### config.mk
export PLATFORM = sky130hd
export DESIGN_NAME = imm_gen_pipe_flat
export DESIGN_NICKNAME = d
export VERILOG_FILES = /design/src/rtl/imm_gen_pkg.sv /design/src/rtl/imm_gen_if.sv /design/src/rtl/imm_extract.sv /design/src/rtl/imm_gen_pipe.sv /design/src/flat_wrapper.sv
export SDC_FILE = /design/constraint.sdc
export NUM_CORES = 1
export LEC_CHECK = 0
export ABC_CLOCK_PERIOD_IN_PS = 3200
export BUFFER_PORTS_ARGS = -buffer_cell sky130_fd_sc_hd__buf_2
export CAP_MARGIN = 20
export CORE_AREA = 2 2 122 76
export DETAILED_ROUTE_END_ITERATION = 8
export DIE_AREA = 0 0 124 78
export GPL_ROUTABILITY_DRIVEN = 0
export PLACE_DENSITY = 0.78
export SETUP_SLACK_MARGIN = 0.5
export SYNTH_ARGS = -nofsm -noshare
export SYNTH_HDL_FRONTEND = slang
export SYNTH_SLANG_ARGS = --single-unit
### constraint.sdc
create_clock -name clk -period 3.2 [get_ports clk]
set_clock_uncertainty 0.2 [all_clocks]
set_input_delay 0.48 -clock clk [delete_from_list [all_inputs] [get_ports clk]]
set_output_delay 0.48 -clock clk [all_outputs]
set_load 0.05 [all_outputs]
### src/rtl/imm_gen_pkg.sv
// Shared opcode constants, shift funct3 codes and the immediate-format enum
// used by the immediate generator and its extractor.
package imm_gen_pkg;

    localparam logic [6:0] OP_IMM = 7'b0010011;
    localparam logic [6:0] LOAD   = 7'b0000011;
    localparam logic [6:0] JALR   = 7'b1100111;
    localparam logic [6:0] STORE  = 7'b0100011;
    localparam logic [6:0] BRANCH = 7'b1100011;
    localparam logic [6:0] LUI    = 7'b0110111;
    localparam logic [6:0] AUIPC  = 7'b0010111;
    localparam logic [6:0] JAL    = 7'b1101111;
    localparam logic [6:0] OP     = 7'b0110011;

    localparam logic [2:0] F3_SLL     = 3'b001;
    localparam logic [2:0] F3_SRL_SRA = 3'b101;

    typedef enum logic [2:0] {
        FMT_R   = 3'd0,
        FMT_I   = 3'd1,
        FMT_S   = 3'd2,
        FMT_B   = 3'd3,
        FMT_U   = 3'd4,
        FMT_J   = 3'd5,
        FMT_SH  = 3'd6,
        FMT_ILL = 3'd7
    } imm_fmt_e;

endpackage

### src/rtl/imm_gen_if.sv
// Fetch-side and operand-side valid/ready channels of the immediate generator.
// The master modport is the producer/consumer environment, slave is the block.
interface imm_gen_if #(
    parameter int XLEN  = 32,
    parameter int TAG_W = 4
);

    logic             in_valid;
    logic             in_ready;
    logic [31:0]      in_instr;
    logic [TAG_W-1:0] in_tag;

    logic             out_valid;
    logic             out_ready;
    logic [XLEN-1:0]  out_imm;
    logic [2:0]       out_fmt;
    logic             out_illegal;
    logic [TAG_W-1:0] out_tag;

    modport master (
        output in_valid, in_instr, in_tag, out_ready,
        input  in_ready, out_valid, out_imm, out_fmt, out_illegal, out_tag
    );

    modport slave (
        input  in_valid, in_instr, in_tag, out_ready,
        output in_ready, out_valid, out_imm, out_fmt, out_illegal, out_tag
    );

endinterface

### src/rtl/imm_extract.sv
// Combinational RV32I/RV64I immediate decoder: instruction word in,
// sign-extended immediate, format code and illegal flag out.
module imm_extract
    import imm_gen_pkg::*;
#(
    parameter int XLEN = 32
) (
    input  logic [31:0]     i_instr,
    output logic [XLEN-1:0] o_imm,
    output imm_fmt_e        o_fmt,
    output logic            o_illegal
);

    logic [6:0] w_opcode;
    logic [2:0] w_funct3;
    logic [5:0] w_shamt;

    assign w_opcode = i_instr[6:0];
    assign w_funct3 = i_instr[14:12];
    // RV32 shifts only own a 5-bit shamt; bit 25 belongs to funct7 there.
    assign w_shamt  = {(XLEN == 64) ? i_instr[25] : 1'b0, i_instr[24:20]};

    always_comb begin
        // NOTE: every output gets a default first so no path through the case can infer a latch.
        o_imm     = '0;
        o_fmt     = FMT_ILL;
        o_illegal = 1'b0;
        case (w_opcode)
            OP_IMM: begin
                if (w_funct3 == F3_SLL || w_funct3 == F3_SRL_SRA) begin
                    o_fmt = FMT_SH;
                    o_imm = XLEN'(w_shamt);
                end else begin
                    o_fmt = FMT_I;
                    o_imm = XLEN'($signed(i_instr[31:20]));
                end
            end
            LOAD, JALR: begin
                o_fmt = FMT_I;
                o_imm = XLEN'($signed(i_instr[31:20]));
            end
            STORE: begin
                o_fmt = FMT_S;
                o_imm = XLEN'($signed({i_instr[31:25], i_instr[11:7]}));
            end
            BRANCH: begin
                o_fmt = FMT_B;
                o_imm = XLEN'($signed({i_instr[31], i_instr[7], i_instr[30:25],
                                       i_instr[11:8], 1'b0}));
            end
            LUI, AUIPC: begin
                o_fmt = FMT_U;
                o_imm = XLEN'($signed({i_instr[31:12], 12'b0}));
            end
            JAL: begin
                o_fmt = FMT_J;
                o_imm = XLEN'($signed({i_instr[31], i_instr[19:12], i_instr[20],
                                       i_instr[30:21], 1'b0}));
            end
            OP: begin
                o_fmt = FMT_R;
            end
            default: begin
                o_fmt     = FMT_ILL;
                o_illegal = 1'b1;
            end
        endcase
    end

endmodule

### src/rtl/imm_gen_pipe.sv
// Pipelined immediate generator: decodes at acceptance into a two-entry
// in-order skid buffer and counts accepted illegal instructions.
module imm_gen_pipe
    import imm_gen_pkg::*;
#(
    parameter int XLEN  = 32,
    parameter int TAG_W = 4,
    parameter int CNT_W = 16
) (
    input  logic             clk,
    input  logic             rst_n,
    input  logic             flush,
    imm_gen_if.slave         bus,
    output logic [CNT_W-1:0] ill_count
);

    typedef struct packed {
        logic [XLEN-1:0]  imm;
        imm_fmt_e         fmt;
        logic             illegal;
        logic [TAG_W-1:0] tag;
    } entry_t;

    entry_t           r_head;
    entry_t           r_skid;
    logic             r_head_valid;
    logic             r_skid_valid;
    logic             r_in_ready;
    logic [CNT_W-1:0] r_ill_count;

    entry_t          w_new;
    entry_t          w_head_nxt;
    entry_t          w_skid_nxt;
    logic            w_head_valid_nxt;
    logic            w_skid_valid_nxt;
    logic            w_in_fire;
    logic            w_out_fire;
    logic [XLEN-1:0] w_imm;
    imm_fmt_e        w_fmt;
    logic            w_illegal;

    imm_extract #(
        .XLEN (XLEN)
    ) u_extract (
        .i_instr   (bus.in_instr),
        .o_imm     (w_imm),
        .o_fmt     (w_fmt),
        .o_illegal (w_illegal)
    );

    assign w_new = '{imm: w_imm, fmt: w_fmt, illegal: w_illegal, tag: bus.in_tag};

    // A flush cycle refuses input even though in_ready may still read 1.
    assign w_in_fire  = bus.in_valid && r_in_ready && !flush;
    assign w_out_fire = r_head_valid && bus.out_ready;

    // The skid entry is only ever filled while the head is stalled, so when
    // it is valid the block is full and no input can arrive alongside it.
    always_comb begin
        w_head_nxt       = r_head;
        w_skid_nxt       = r_skid;
        w_head_valid_nxt = r_head_valid;
        w_skid_valid_nxt = r_skid_valid;
        if (flush) begin
            w_head_valid_nxt = 1'b0;
            w_skid_valid_nxt = 1'b0;
        end else if (w_out_fire) begin
            if (r_skid_valid) begin
                w_head_nxt       = r_skid;
                w_skid_valid_nxt = 1'b0;
            end else if (w_in_fire) begin
                w_head_nxt = w_new;
            end else begin
                w_head_valid_nxt = 1'b0;
            end
        end else if (w_in_fire) begin
            if (r_head_valid) begin
                w_skid_nxt       = w_new;
                w_skid_valid_nxt = 1'b1;
            end else begin
                w_head_nxt       = w_new;
                w_head_valid_nxt = 1'b1;
            end
        end
    end

    // NOTE: state registers use non-blocking assignments so every flop samples pre-edge values.
    always_ff @(posedge clk or negedge rst_n) begin
        if (!rst_n) begin
            r_head       <= '0;
            r_head_valid <= 1'b0;
            r_skid_valid <= 1'b0;
            r_in_ready   <= 1'b0;
        end else begin
            r_head       <= w_head_nxt;
            r_head_valid <= w_head_valid_nxt;
            r_skid_valid <= w_skid_valid_nxt;
            r_in_ready   <= !(w_head_valid_nxt && w_skid_valid_nxt);
        end
    end

    // NOTE: the skid payload has no reset; it is never observed until r_skid_valid is set.
    always_ff @(posedge clk) begin
        r_skid <= w_skid_nxt;
    end

    always_ff @(posedge clk or negedge rst_n) begin
        if (!rst_n) begin
            r_ill_count <= '0;
        end else if (w_in_fire && w_illegal && !(&r_ill_count)) begin
            r_ill_count <= r_ill_count + 1'b1;
        end
    end

    assign bus.in_ready    = r_in_ready;
    assign bus.out_valid   = r_head_valid;
    assign bus.out_imm     = r_head.imm;
    assign bus.out_fmt     = r_head.fmt;
    assign bus.out_illegal = r_head.illegal;
    assign bus.out_tag     = r_head.tag;
    assign ill_count       = r_ill_count;

endmodule

### src/flat_wrapper.sv
// flat-port wrapper written by rule: the top's interface ports become plain ports
module imm_gen_pipe_flat import imm_gen_pkg::*;
#(
    parameter int XLEN  = 32,
    parameter int TAG_W = 4,
    parameter int CNT_W = 16
)
  (clk, rst_n, flush, ill_count, bus_in_valid, bus_in_instr, bus_in_tag, bus_out_ready, bus_in_ready, bus_out_valid, bus_out_imm, bus_out_fmt, bus_out_illegal, bus_out_tag);
  imm_gen_if #(.XLEN(XLEN), .TAG_W(TAG_W)) bus_i ();
  input  logic clk;
  input  logic rst_n;
  input  logic flush;
  output logic [CNT_W-1:0] ill_count;
  input wire logic [$bits(bus_i.in_valid)-1:0] bus_in_valid;
  input wire logic [$bits(bus_i.in_instr)-1:0] bus_in_instr;
  input wire logic [$bits(bus_i.in_tag)-1:0] bus_in_tag;
  input wire logic [$bits(bus_i.out_ready)-1:0] bus_out_ready;
  output wire logic [$bits(bus_i.in_ready)-1:0] bus_in_ready;
  output wire logic [$bits(bus_i.out_valid)-1:0] bus_out_valid;
  output wire logic [$bits(bus_i.out_imm)-1:0] bus_out_imm;
  output wire logic [$bits(bus_i.out_fmt)-1:0] bus_out_fmt;
  output wire logic [$bits(bus_i.out_illegal)-1:0] bus_out_illegal;
  output wire logic [$bits(bus_i.out_tag)-1:0] bus_out_tag;
  assign bus_i.in_valid = bus_in_valid;
  assign bus_i.in_instr = bus_in_instr;
  assign bus_i.in_tag = bus_in_tag;
  assign bus_i.out_ready = bus_out_ready;
  assign bus_in_ready = bus_i.in_ready;
  assign bus_out_valid = bus_i.out_valid;
  assign bus_out_imm = bus_i.out_imm;
  assign bus_out_fmt = bus_i.out_fmt;
  assign bus_out_illegal = bus_i.out_illegal;
  assign bus_out_tag = bus_i.out_tag;
  imm_gen_pipe #(.XLEN(XLEN), .TAG_W(TAG_W), .CNT_W(CNT_W)) u_core (.clk(clk), .rst_n(rst_n), .flush(flush), .bus(bus_i), .ill_count(ill_count));
endmodule
==> results of run 1 <==
stage by stage:
stage | hold WS (ps) | cell area [um^2] | cells | power, mW
after CTS | 117 | 5500 | 644 | 3.73
after global routing | 111 | 5500 | 644 | 3.85
after global placement | 231 | 5140 | 627 | 2.45
after floorplan | -15.6 | 4530 | 430 | 2.21
final | 121 | 5500 | 644 | 3.71
after detailed placement | 239 | 5140 | 627 | 2.47
power breakdown:
part | switching, mW | leakage (nW) | internal, mW
registers | 0.108 | 1.03 | 1.45
clock network | 0.472 | 0.171 | 0.791
logic | 0.670 | 1.30 | 0.222
total | 1.25 | 2.50 | 2.46
worst max-delay path, delay by kind of cell:
family,cells,cell delay [ps]
AO/OA/AOI/OAI,4,1340
buffers and inverters,1,160
AND/OR/NAND/NOR,1,290
cell type report:
cell class              count  area [um^2]
clock buffers              11          243
flip-flops and latches     99         2680
well taps                 112          140
repair buffers            108          568
fillers                   688         2960
inverters                   9         33.8
clock inverters             5          108
multi-input cells         300         1730
layout by cell type (no fill, tap or decap), drive strengths merged, types with 2 or more instances in the layout:
cell type / instances
a211oi: 2
a21o: 14
a21oi: 36
a221o: 8
a22o: 4
a31oi: 6
and2: 11
buf: 107
bufinv: 3
clkbuf: 11
dfrtp: 59
edfxtp: 40
inv: 11
nand2: 61
nand2b: 2
nand3: 19
nand4: 3
nor2: 47
nor2b: 5
nor3: 6
o211ai: 2
o21a: 3
o21ai: 25
or3: 14
xnor2: 6
xor2: 9
routing by layer:
layer / up-vias / routed length [um] / global-route usage, %
li1: 1719 / - / -
met1: 1782 / 5270 / 35.3
met2: 143 / 5010 / 35.6
met3: 13 / 797 / 6.10
met4: 0 / 107 / 4.83
met5: - / 0 / 0
final timing paths:
| kind | end | slack (ps) | start | depth (start not counted) |
|---|---|---|---|---|
| worst max-delay path | u_core.bus.out_imm[30] | 910 | bus_in_instr[2] | 6 |
| worst min-delay path | u_core.r_skid[3] | 120 | bus_in_tag[3] | 1 |
| worst max register to register | u_core.bus.out_imm[18] | 920 | u_core.bus.out_valid | 6 |
| worst min register to register | u_core.bus.out_fmt[1] | 280 | u_core.bus.out_fmt[1] | 2 |
| max in group asynchronous | u_core.bus.out_imm[18] | 1470 | rst_n | 3 |
| min in group asynchronous | u_core.bus.out_imm[9] | 400 | rst_n | 2 |
cell families (layout without fill, tap and decap cells):
logic type                 Yosys count  after routing  synth area share [%]
AOI/OAI and AO/OA                  107            107                  15.8
adders and majority gates            1              1                 0.276
buffers and inverters               31            133                  2.98
DFF                                 99             99                  59.1
xor gates and xnor gates            15             15                  2.90
muxes                                1              1                 0.331
and+or+nand+nor                    176            176                  18.6
sequential cells by signal, summed over array words and instances (netlist names):
name / flops
u_core.r_skid: 40
u_core.bus.out_tag: 4
u_core.bus.out_imm: 32
u_core.bus.in_ready: 1
u_core.bus.out_valid: 1
u_core.bus.out_fmt: 3
u_core.r_skid_valid: 1
u_core.bus.out_illegal: 1
u_core.ill_count: 16
==> flow_metrics.env, run 1 <==
export IMPL_tightest_slew_ps=948
export IMPL_die_area_um2=9670
export IMPL_start_util_pct=53.6
export IMPL_crit_type="in -> reg"
export IMPL_yosysUniqueCellTypes=51
export IMPL_finalSetupViolations=0
export IMPL_io_pins=99
export IMPL_area_growth_pct=21.3
export IMPL_syn_area_per_cell_um2=10.5
export IMPL_p_per_area_nw_per_um2=676
export IMPL_worstPathArrival_ps=2280
export IMPL_antenna_found_initial=0
export IMPL_cts_hold_fix_buffers=1
export IMPL_pre_cts_ws_ps=594
export IMPL_syn_area_um2=4530
export IMPL_yosys_cell_count_top_type="nand2_1"
export IMPL_viasPerCell=5.68
export IMPL_root_buffer="clkbuf_16"
export IMPL_ant_nets=0
export IMPL_grt_pass1_vias=3390
export IMPL_yosysTopAreaCell="dfrtp_1"
export IMPL_place_hpwl_mm=7.64
export IMPL_grt_usage_pct=23.8
export IMPL_p_leak_nw=2.50
export IMPL_yosys_warnings=0
export IMPL_slew_violations=0
export IMPL_row_count=26
export IMPL_period_minus_slack_ps=2290
export IMPL_slowest_stage="a21oi_1"
export IMPL_die_h_um=78
export IMPL_maxCapViolations=0
export IMPL_worst_slack_ps=913
export IMPL_max_freq_mhz=437
export IMPL_synthTopCellsByCount="nand2_1, dfrtp_1, nor2_1, edfxtp_1, a21oi_1"
export IMPL_final_nets=569
export IMPL_crit_required_ps=3190
export IMPL_worstSetupStartpointType="input pin"
export IMPL_grt_pass1_wl_mm=17.5
export IMPL_vias=3657
export IMPL_portBuffers=98
export IMPL_cts_tree="built"
export IMPL_slew_headroom_pct=36.8
export IMPL_synthCells=430
export IMPL_grt_max_degree=44
export IMPL_finish_utilization_pct=65.0
export IMPL_endpoint_kind="register"
export IMPL_synth_edff_count=40
export IMPL_ir_drop_mv=0.666
export IMPL_tns_ps=0
export IMPL_rsz0062_at_grt="no"
export IMPL_drc=0
export IMPL_drive_gt1_share_pct=25.8
export IMPL_die_w_um=124
export IMPL_wirelength_mm=11.2
export IMPL_crit_path_max_fanout=16
export IMPL_async_flop_share_pct=59.6
export IMPL_htreeDepth=3
export IMPL_fin_crit_sh_pct=71.5
export IMPL_cts_buffers=9
export IMPL_ys_ff_latch=99
export IMPL_grt_ovfl_total=0
export IMPL_detail_route_wl_per_cell_um=17.4
export IMPL_drtIter0Drc=348
export IMPL_clkTransAtPathRegs_ps=70
export IMPL_ys_seq_area_share_pct=59.1
export IMPL_diodes=0
export IMPL_cts_resized=0
export IMPL_synthFlopType="dfrtp_1"
export IMPL_final_hold_violation_count=0
export IMPL_cts_setup_buffers=0
export IMPL_synth_top_area_share_pct=32.6
export IMPL_fp_coreArea_um2=8460
export IMPL_max_stage_delay_ps=820
export IMPL_synth_fp_nets=472
export IMPL_clkSinkCount=99
export IMPL_clock_latency_ps=350
export IMPL_crit_top_cell="a21oi_1"
export IMPL_synthTopCellsByArea="dfrtp_1, edfxtp_1, nand2_1"
export IMPL_hp_class="in -> reg"
export IMPL_first_pass_iters=5
export IMPL_status="finished, final reports clean"
export IMPL_max_clock_path_buffers=2
export IMPL_cp_cell_sequence="buf_2, and4bb_2, o21ai_1, o21ai_2, a21oi_1, a21oi_1"
Note: power is estimated with default switching activity, not from simulation.
==> run 2, diff against run 1 <==
--- a/config.mk
+++ b/config.mk
@@ -5,7 +5,7 @@
 export SDC_FILE = /design/constraint.sdc
 export NUM_CORES = 1
 export LEC_CHECK = 0
-export ABC_CLOCK_PERIOD_IN_PS = 3200
+export ABC_CLOCK_PERIOD_IN_PS = 2150
 export BUFFER_PORTS_ARGS = -buffer_cell sky130_fd_sc_hd__buf_2
 export CAP_MARGIN = 20
 export CORE_AREA = 2 2 122 76
==> constraint.sdc (replaced) <==
create_clock -name clk -period 2.15 [get_ports clk]
set_clock_uncertainty 0.2 [all_clocks]
set_input_delay 0.3225 -clock clk [delete_from_list [all_inputs] [get_ports clk]]
set_output_delay 0.3225 -clock clk [all_outputs]
set_load 0.05 [all_outputs]
==> flow_metrics.env, run 2 (same netlist as run 1, synthesis figures left out) <==
export IMPL_grt_ovfl_total=0
export IMPL_final_hold_violation_count=0
export IMPL_root_buffer="clkbuf_16"
export IMPL_first_pass_iters=5
export IMPL_slew_violations=0
export IMPL_diodes=0
export IMPL_final_common_cell="buf_2"
export IMPL_p_per_area_nw_per_um2=893
export IMPL_top_register="u_core.r_skid"
export IMPL_final_cell_mix="buf_2, nand2_1, dfrtp_1"
export IMPL_status="finished, final reports clean"
export IMPL_row_count=26
export IMPL_drc=0
export IMPL_worstPathArrival_ps=2040
export IMPL_viasPerCell=5.89
export IMPL_rsz0062_at_grt="yes"
export IMPL_clkTransAtPathRegs_ps=70
export IMPL_die_w_um=124
export IMPL_grt_usage_pct=26.0
export IMPL_drive_gt1_share_pct=46.2
export IMPL_place_hpwl_mm=7.86
export IMPL_p_leak_nw=2.83
export IMPL_cts_tree="built"
export IMPL_fp_coreArea_um2=8460
export IMPL_grt_pass1_vias=3646
export IMPL_io_pins=99
export IMPL_portBuffers=98
export IMPL_area_growth_pct=41.9
export IMPL_clock_latency_ps=350
export IMPL_slew_headroom_pct=75.9
export IMPL_drtIter0Drc=368
export IMPL_ir_drop_mv=1.21
export IMPL_htreeDepth=3
export IMPL_max_clock_path_buffers=2
export IMPL_wl_met1_mm=6.00
export IMPL_final_nets=613
export IMPL_highest_signal_layer="met4"
export IMPL_clkSinkCount=99
export IMPL_hp_class="in -> reg"
export IMPL_grt_pass1_wl_mm=19.0
export IMPL_wirelength_mm=13.5
export IMPL_ant_nets=0
export IMPL_finish_utilization_pct=76.0
export IMPL_start_util_pct=53.6
export IMPL_die_h_um=78
export IMPL_largest_reg_flops=40
export IMPL_detail_route_wl_per_cell_um=19.6
export IMPL_tns_ps=0
export IMPL_cts_buffers=9
export IMPL_worstSetupStartpointType="register"
export IMPL_grt_max_degree=60
export IMPL_tightest_slew_ps=360
export IMPL_finalSetupViolations=0
export IMPL_die_area_um2=9670
export IMPL_routed_wl_met3_mm=1.17
export IMPL_antenna_found_initial=0
export IMPL_maxCapViolations=0
export IMPL_endpoint_kind="register"
export IMPL_period_minus_slack_ps=1990
export IMPL_max_freq_mhz=503
export IMPL_fin_crit_sh_pct=92.5
export IMPL_wl_met2_mm=6.13
export IMPL_vias=4053
export IMPL_crit_type="reg -> reg"
export IMPL_crit_path_max_fanout=7
export IMPL_crit_required_ps=2200
run 2: cell count changes in the layout (fill, tap and decap cells not counted), moves of 10 or more:
cell     previous run  this run
a21oi_1            36        16
o21ai_0            22         7
nor2_1             47        37
a21oi_2             0        15
buf_4               9        27
dfrtp_2             0        18
dfrtp_1            59        41
buf_6               0        13
nand2_1            61        47
run 2: worst max-delay path: stages, from the launching register on:
cell and delay [ps]:
dfrtp_2 440, ha_4 180, nand3_4 100, nor2_4 40, a2111o_4 540, nor3_4 160, xor2_1 230
run 2: area by class of cell:
| type | instances | area, um^2 |
|---|---|---|
| sequential | 99 | 2700 |
| clock inverter | 6 | 71.3 |
| fill | 572 | 2030 |
| tap | 112 | 140 |
| multi-input combinational | 300 | 2130 |
| inverter | 9 | 33.8 |
| clock buffer | 10 | 239 |
| timing repair buffer | 152 | 1120 |
run 2: metal layers:
| metal | global-route usage [%] | up-vias |
|---|---|---|
| li1 | - | 1805 |
| met1 | 40.1 | 2023 |
| met2 | 37.5 | 201 |
| met3 | 5.59 | 24 |
| met4 | 5.84 | 0 |
| met5 | 0 | - |
run 2: final timing paths:
path                                     start                endpoint  slack, ps  depth (start not counted)
setup / recovery           u_core.ill_count[1]     u_core.ill_count[5]        160                          6
hold / removal                bus_in_instr[16]  u_core.bus.out_imm[16]         20                          2
setup reg to reg           u_core.ill_count[1]     u_core.ill_count[5]        160                          6
hold reg to reg            u_core.ill_count[9]     u_core.ill_count[9]        290                          1
max in group asynchronous                rst_n    u_core.ill_count[15]       1140                          3
min in group asynchronous                rst_n   u_core.bus.out_imm[9]        300                          3
run 2: power by group:
part | internal (mW) | total (mW) | switching, mW | leakage, nW
Combinational | 0.546 | 1.68 | 1.14 | 1.67
Sequential | 2.17 | 2.36 | 0.192 | 1.01
Clock | 0.949 | 1.70 | 0.748 | 0.151
Total | 3.66 | 5.74 | 2.08 | 2.83
run 2: per-stage QoR:
| step | setup WS, ps | hold slack (ps) | instances | cell area (um^2) | power (mW) |
|---|---|---|---|---|---|
| floorplan | 120 | -173 | 430 | 4770 | 3.38 |
| global placement | -14.2 | 157 | 632 | 5370 | 3.73 |
| detailed placement | -55.5 | 159 | 632 | 5370 | 3.78 |
| CTS | 224 | 7.61 | 675 | 6020 | 5.59 |
| global route | 139 | 23.9 | 688 | 6430 | 5.94 |
| finish | 161 | 17.8 | 688 | 6430 | 5.74 |
run 2: repair_timing:
action / in CTS / in global routing
setup buffers: 21 / 6
endpoints found under the setup margin: 96 / 79
cloned: 1 / 7
pin swaps: 8 / 19
endpoints found under the hold margin: 63 / 0
hold buffers: 5 / 0
gates resized for setup: 29 / 77
==> run 3, diff against run 2 <==
--- a/config.mk
+++ b/config.mk
@@ -8,12 +8,13 @@
 export ABC_CLOCK_PERIOD_IN_PS = 2150
 export BUFFER_PORTS_ARGS = -buffer_cell sky130_fd_sc_hd__buf_2
 export CAP_MARGIN = 20
-export CORE_AREA = 2 2 122 76
+export CORE_AREA = 2 2 122 77
 export DETAILED_ROUTE_END_ITERATION = 8
-export DIE_AREA = 0 0 124 78
+export DIE_AREA = 0 0 124 79
 export GPL_ROUTABILITY_DRIVEN = 0
 export PLACE_DENSITY = 0.78
 export SETUP_SLACK_MARGIN = 0.5
 export SYNTH_ARGS = -nofsm -noshare
 export SYNTH_HDL_FRONTEND = slang
+export SYNTH_HIERARCHICAL = 1
 export SYNTH_SLANG_ARGS = --single-unit
==> flow_metrics.env, run 3 <==
export IMPL_grt_usage_pct=35.6
export IMPL_place_hpwl_mm=7.76
export IMPL_yosysUniqueCellTypes=50
export IMPL_grt_pass1_wl_mm=25.0
export IMPL_htreeDepth=3
export IMPL_timing_rr_end="u_core/ill_count[7]"
export IMPL_p_leak_nw=3.34
export IMPL_slowest_stage="dfrtp_2"
export IMPL_ir_drop_mv=0.525
export IMPL_die_w_um=124
export IMPL_io_pins=99
export IMPL_synth_fp_nets=438
export IMPL_detail_route_wl_per_cell_um=27.2
export IMPL_p_per_area_nw_per_um2=814
export IMPL_path_buf_inv=3
export IMPL_drive_gt1_share_pct=58.3
export IMPL_synthTopCellsByArea="dfrtp_1, edfxtp_1, mux2i_1"
export IMPL_syn_area_per_cell_um2=11.5
export IMPL_met1_usage_pct=47.4
export IMPL_yosysTopAreaCell="dfrtp_1"
export IMPL_clkSinkCount=99
export IMPL_final_hold_violation_count=0
export IMPL_rsz0062_at_grt="yes"
export IMPL_synth_edff_count=40
export IMPL_largest_reg_flops=40
export IMPL_crit_required_ps=2180
export IMPL_yosys_warnings=6
export IMPL_grt_ovfl_total=0
export IMPL_die_area_um2=9800
export IMPL_synth_top_area_share_pct=32.5
export IMPL_r2r_cells=7
export IMPL_vias=4607
export IMPL_async_flop_share_pct=59.6
export IMPL_start_util_pct=51.8
export IMPL_ys_ff_latch=99
export IMPL_fin_crit_sh_pct=95.1
export IMPL_top_register="u_core/r_skid"
export IMPL_root_buffer="clkbuf_16"
export IMPL_row_count=27
export IMPL_yosys_cell_count_top_type="dfrtp_1"
export IMPL_final_nets=624
export IMPL_hp_class="in -> reg"
export IMPL_cts_buffers=9
export IMPL_crit_cells=7
export IMPL_cts_tree="built"
export IMPL_clock_latency_ps=360
export IMPL_first_pass_iters=6
export IMPL_fp_coreArea_um2=8780
export IMPL_area_growth_pct=66.6
export IMPL_worstHoldStart="bus_in_instr[14]"
export IMPL_status="finished, final reports clean"
export IMPL_cp_cell_sequence="nand4_1, buf_4, nor4_4, buf_4, buf_8, nor4_4, xor2_1"
export IMPL_antenna_found_initial=0
export IMPL_hold_end="u_core/r_skid[22]"
export IMPL_finish_utilization_pct=86.3
export IMPL_finalSetupViolations=0
export IMPL_crit_type="reg -> reg"
export IMPL_cpLargestDelayFamily="buffers and inverters"
export IMPL_max_freq_mhz=489
export IMPL_synthCells=396
export IMPL_maxCapViolations=0
export IMPL_worstSetupStartpointType="register"
export IMPL_wirelength_mm=19.1
export IMPL_grtUsageMet2_pct=52.7
export IMPL_max_stage_delay_ps=430
export IMPL_worst_slack_ps=105
export IMPL_final_cell_mix="buf_2, buf_4, dfrtp_1, edfxtp_1"
export IMPL_grt_max_degree=28
export IMPL_r2r_start="u_core/ill_count[11]"
export IMPL_max_clock_path_buffers=2
export IMPL_final_common_cell="buf_2"
export IMPL_slew_headroom_pct=61.3
export IMPL_grt_pass1_vias=4311
export IMPL_min_path_cells=2
export IMPL_ant_nets=0
export IMPL_worstPathArrival_ps=2080
export IMPL_syn_area_um2=4550
export IMPL_use_met3_pct=12.7
export IMPL_drc=0
export IMPL_crit_path_max_fanout=6
export IMPL_die_h_um=79
export IMPL_viasPerCell=6.55
export IMPL_period_minus_slack_ps=2040
export IMPL_tightest_slew_ps=581
export IMPL_rrSetupSlack_ps=110
export IMPL_diodes=0
export IMPL_ys_seq_area_share_pct=58.9
export IMPL_portBuffers=98
export IMPL_busiest_layer="met2"
export IMPL_drtIter0Drc=646
export IMPL_slew_violations=0
export IMPL_pre_cts_ws_ps=-121
export IMPL_synthFlopType="dfrtp_1"
export IMPL_tns_ps=0
export IMPL_endpoint_kind="register"
export IMPL_synthTopCellsByCount="dfrtp_1, nor2_1, a21oi_1, edfxtp_1, mux2i_1"
export IMPL_clkTransAtPathRegs_ps=70
[run 3: changes by cell type after synthesis, moves of 8 or more]
cell	previous run	this run
o21ai_0	22	13
nand2_1	61	26
mux2i_1	0	40
or3_1	13	0
and2_1	11	2
nand3_1	19	11
a221o_1	8	0
[run 3: what timing repair did]
| item | CTS | global route |
|---|---|---|
| endpoints found under the setup margin | 100 | 114 |
| cloned | 17 | 4 |
| endpoints found under the hold margin | 24 | 0 |
| setup buffers | 37 | 10 |
| pin swaps | 11 | 5 |
| resized for setup | 118 | 80 |
| hold buffers | 5 | 0 |
[run 3: worst reg2reg max path: stages, from the launching register on]
cell,delay (ps)
dfrtp_2,430
nand4_1,120
buf_4,180
nor4_4,390
buf_4,220
buf_8,160
nor4_4,50
xor2_1,170
[run 3: power breakdown]
group | switching [mW] | internal [mW]
registers | 0.227 | 2.16
logic | 1.26 | 0.718
clock network | 0.744 | 1.06
total | 2.23 | 3.94
[run 3: how the worst max path moves through the flow]
stage | to | from | slack (ps)
after floorplan | u_core/bus.in_ready | u_core/bus.in_ready | -590
after global placement | u_core/ill_count[15] | bus_in_instr[4] | -60
after detailed placement | u_core/ill_count[15] | bus_in_instr[4] | -120
after CTS | u_core/ill_count[15] | u_core/ill_count[7] | 270
after global routing | u_core/ill_count[5] | u_core/ill_count[11] | 90
final | u_core/ill_count[7] | u_core/ill_count[11] | 110
[run 3: logic make-up (layout without fill, tap and decap cells)]
family                   Yosys count  count (layout)  share of synthesized area [%]
XOR/XNOR                          15              15                           2.89
buffers and inverters             27             217                           2.53
flip-flops                        99              99                           58.9
multiplexers                      41              41                           9.05
AND/OR/NAND/NOR                  133             133                           15.4
adder cells (fa/ha/maj)            1               1                          0.275
AO/OA/AOI/OAI                     80              81                           11.0
[run 3: layout make-up]
type                    instances  area, um^2
flip-flops and latches         99        2700
multi-input cells             271        2450
repair buffers                195        1940
fillers                       365        1200
clock buffers                  11         243
well taps                     116         145
clock inverters                 5        85.1
inverters                       6        22.5
[run 3: through the flow]
| step | cell area (um^2) | instances | total power, mW | hold slack [ps] |
|---|---|---|---|---|
| global placement | 5480 | 614 | 3.61 | 124 |
| finish | 7580 | 703 | 6.17 | 72.4 |
| CTS | 7150 | 689 | 5.85 | 62.4 |
| floorplan | 4760 | 396 | 3.26 | -173 |
| detailed placement | 5480 | 614 | 3.65 | 122 |
| global route | 7580 | 703 | 6.34 | 69.3 |
[run 3: routing by layer]
layer,wire [um],vias to the layer above
li1,-,1830
met1,7020,2234
met2,8570,417
met3,2390,126
met4,1140,0
met5,0,-
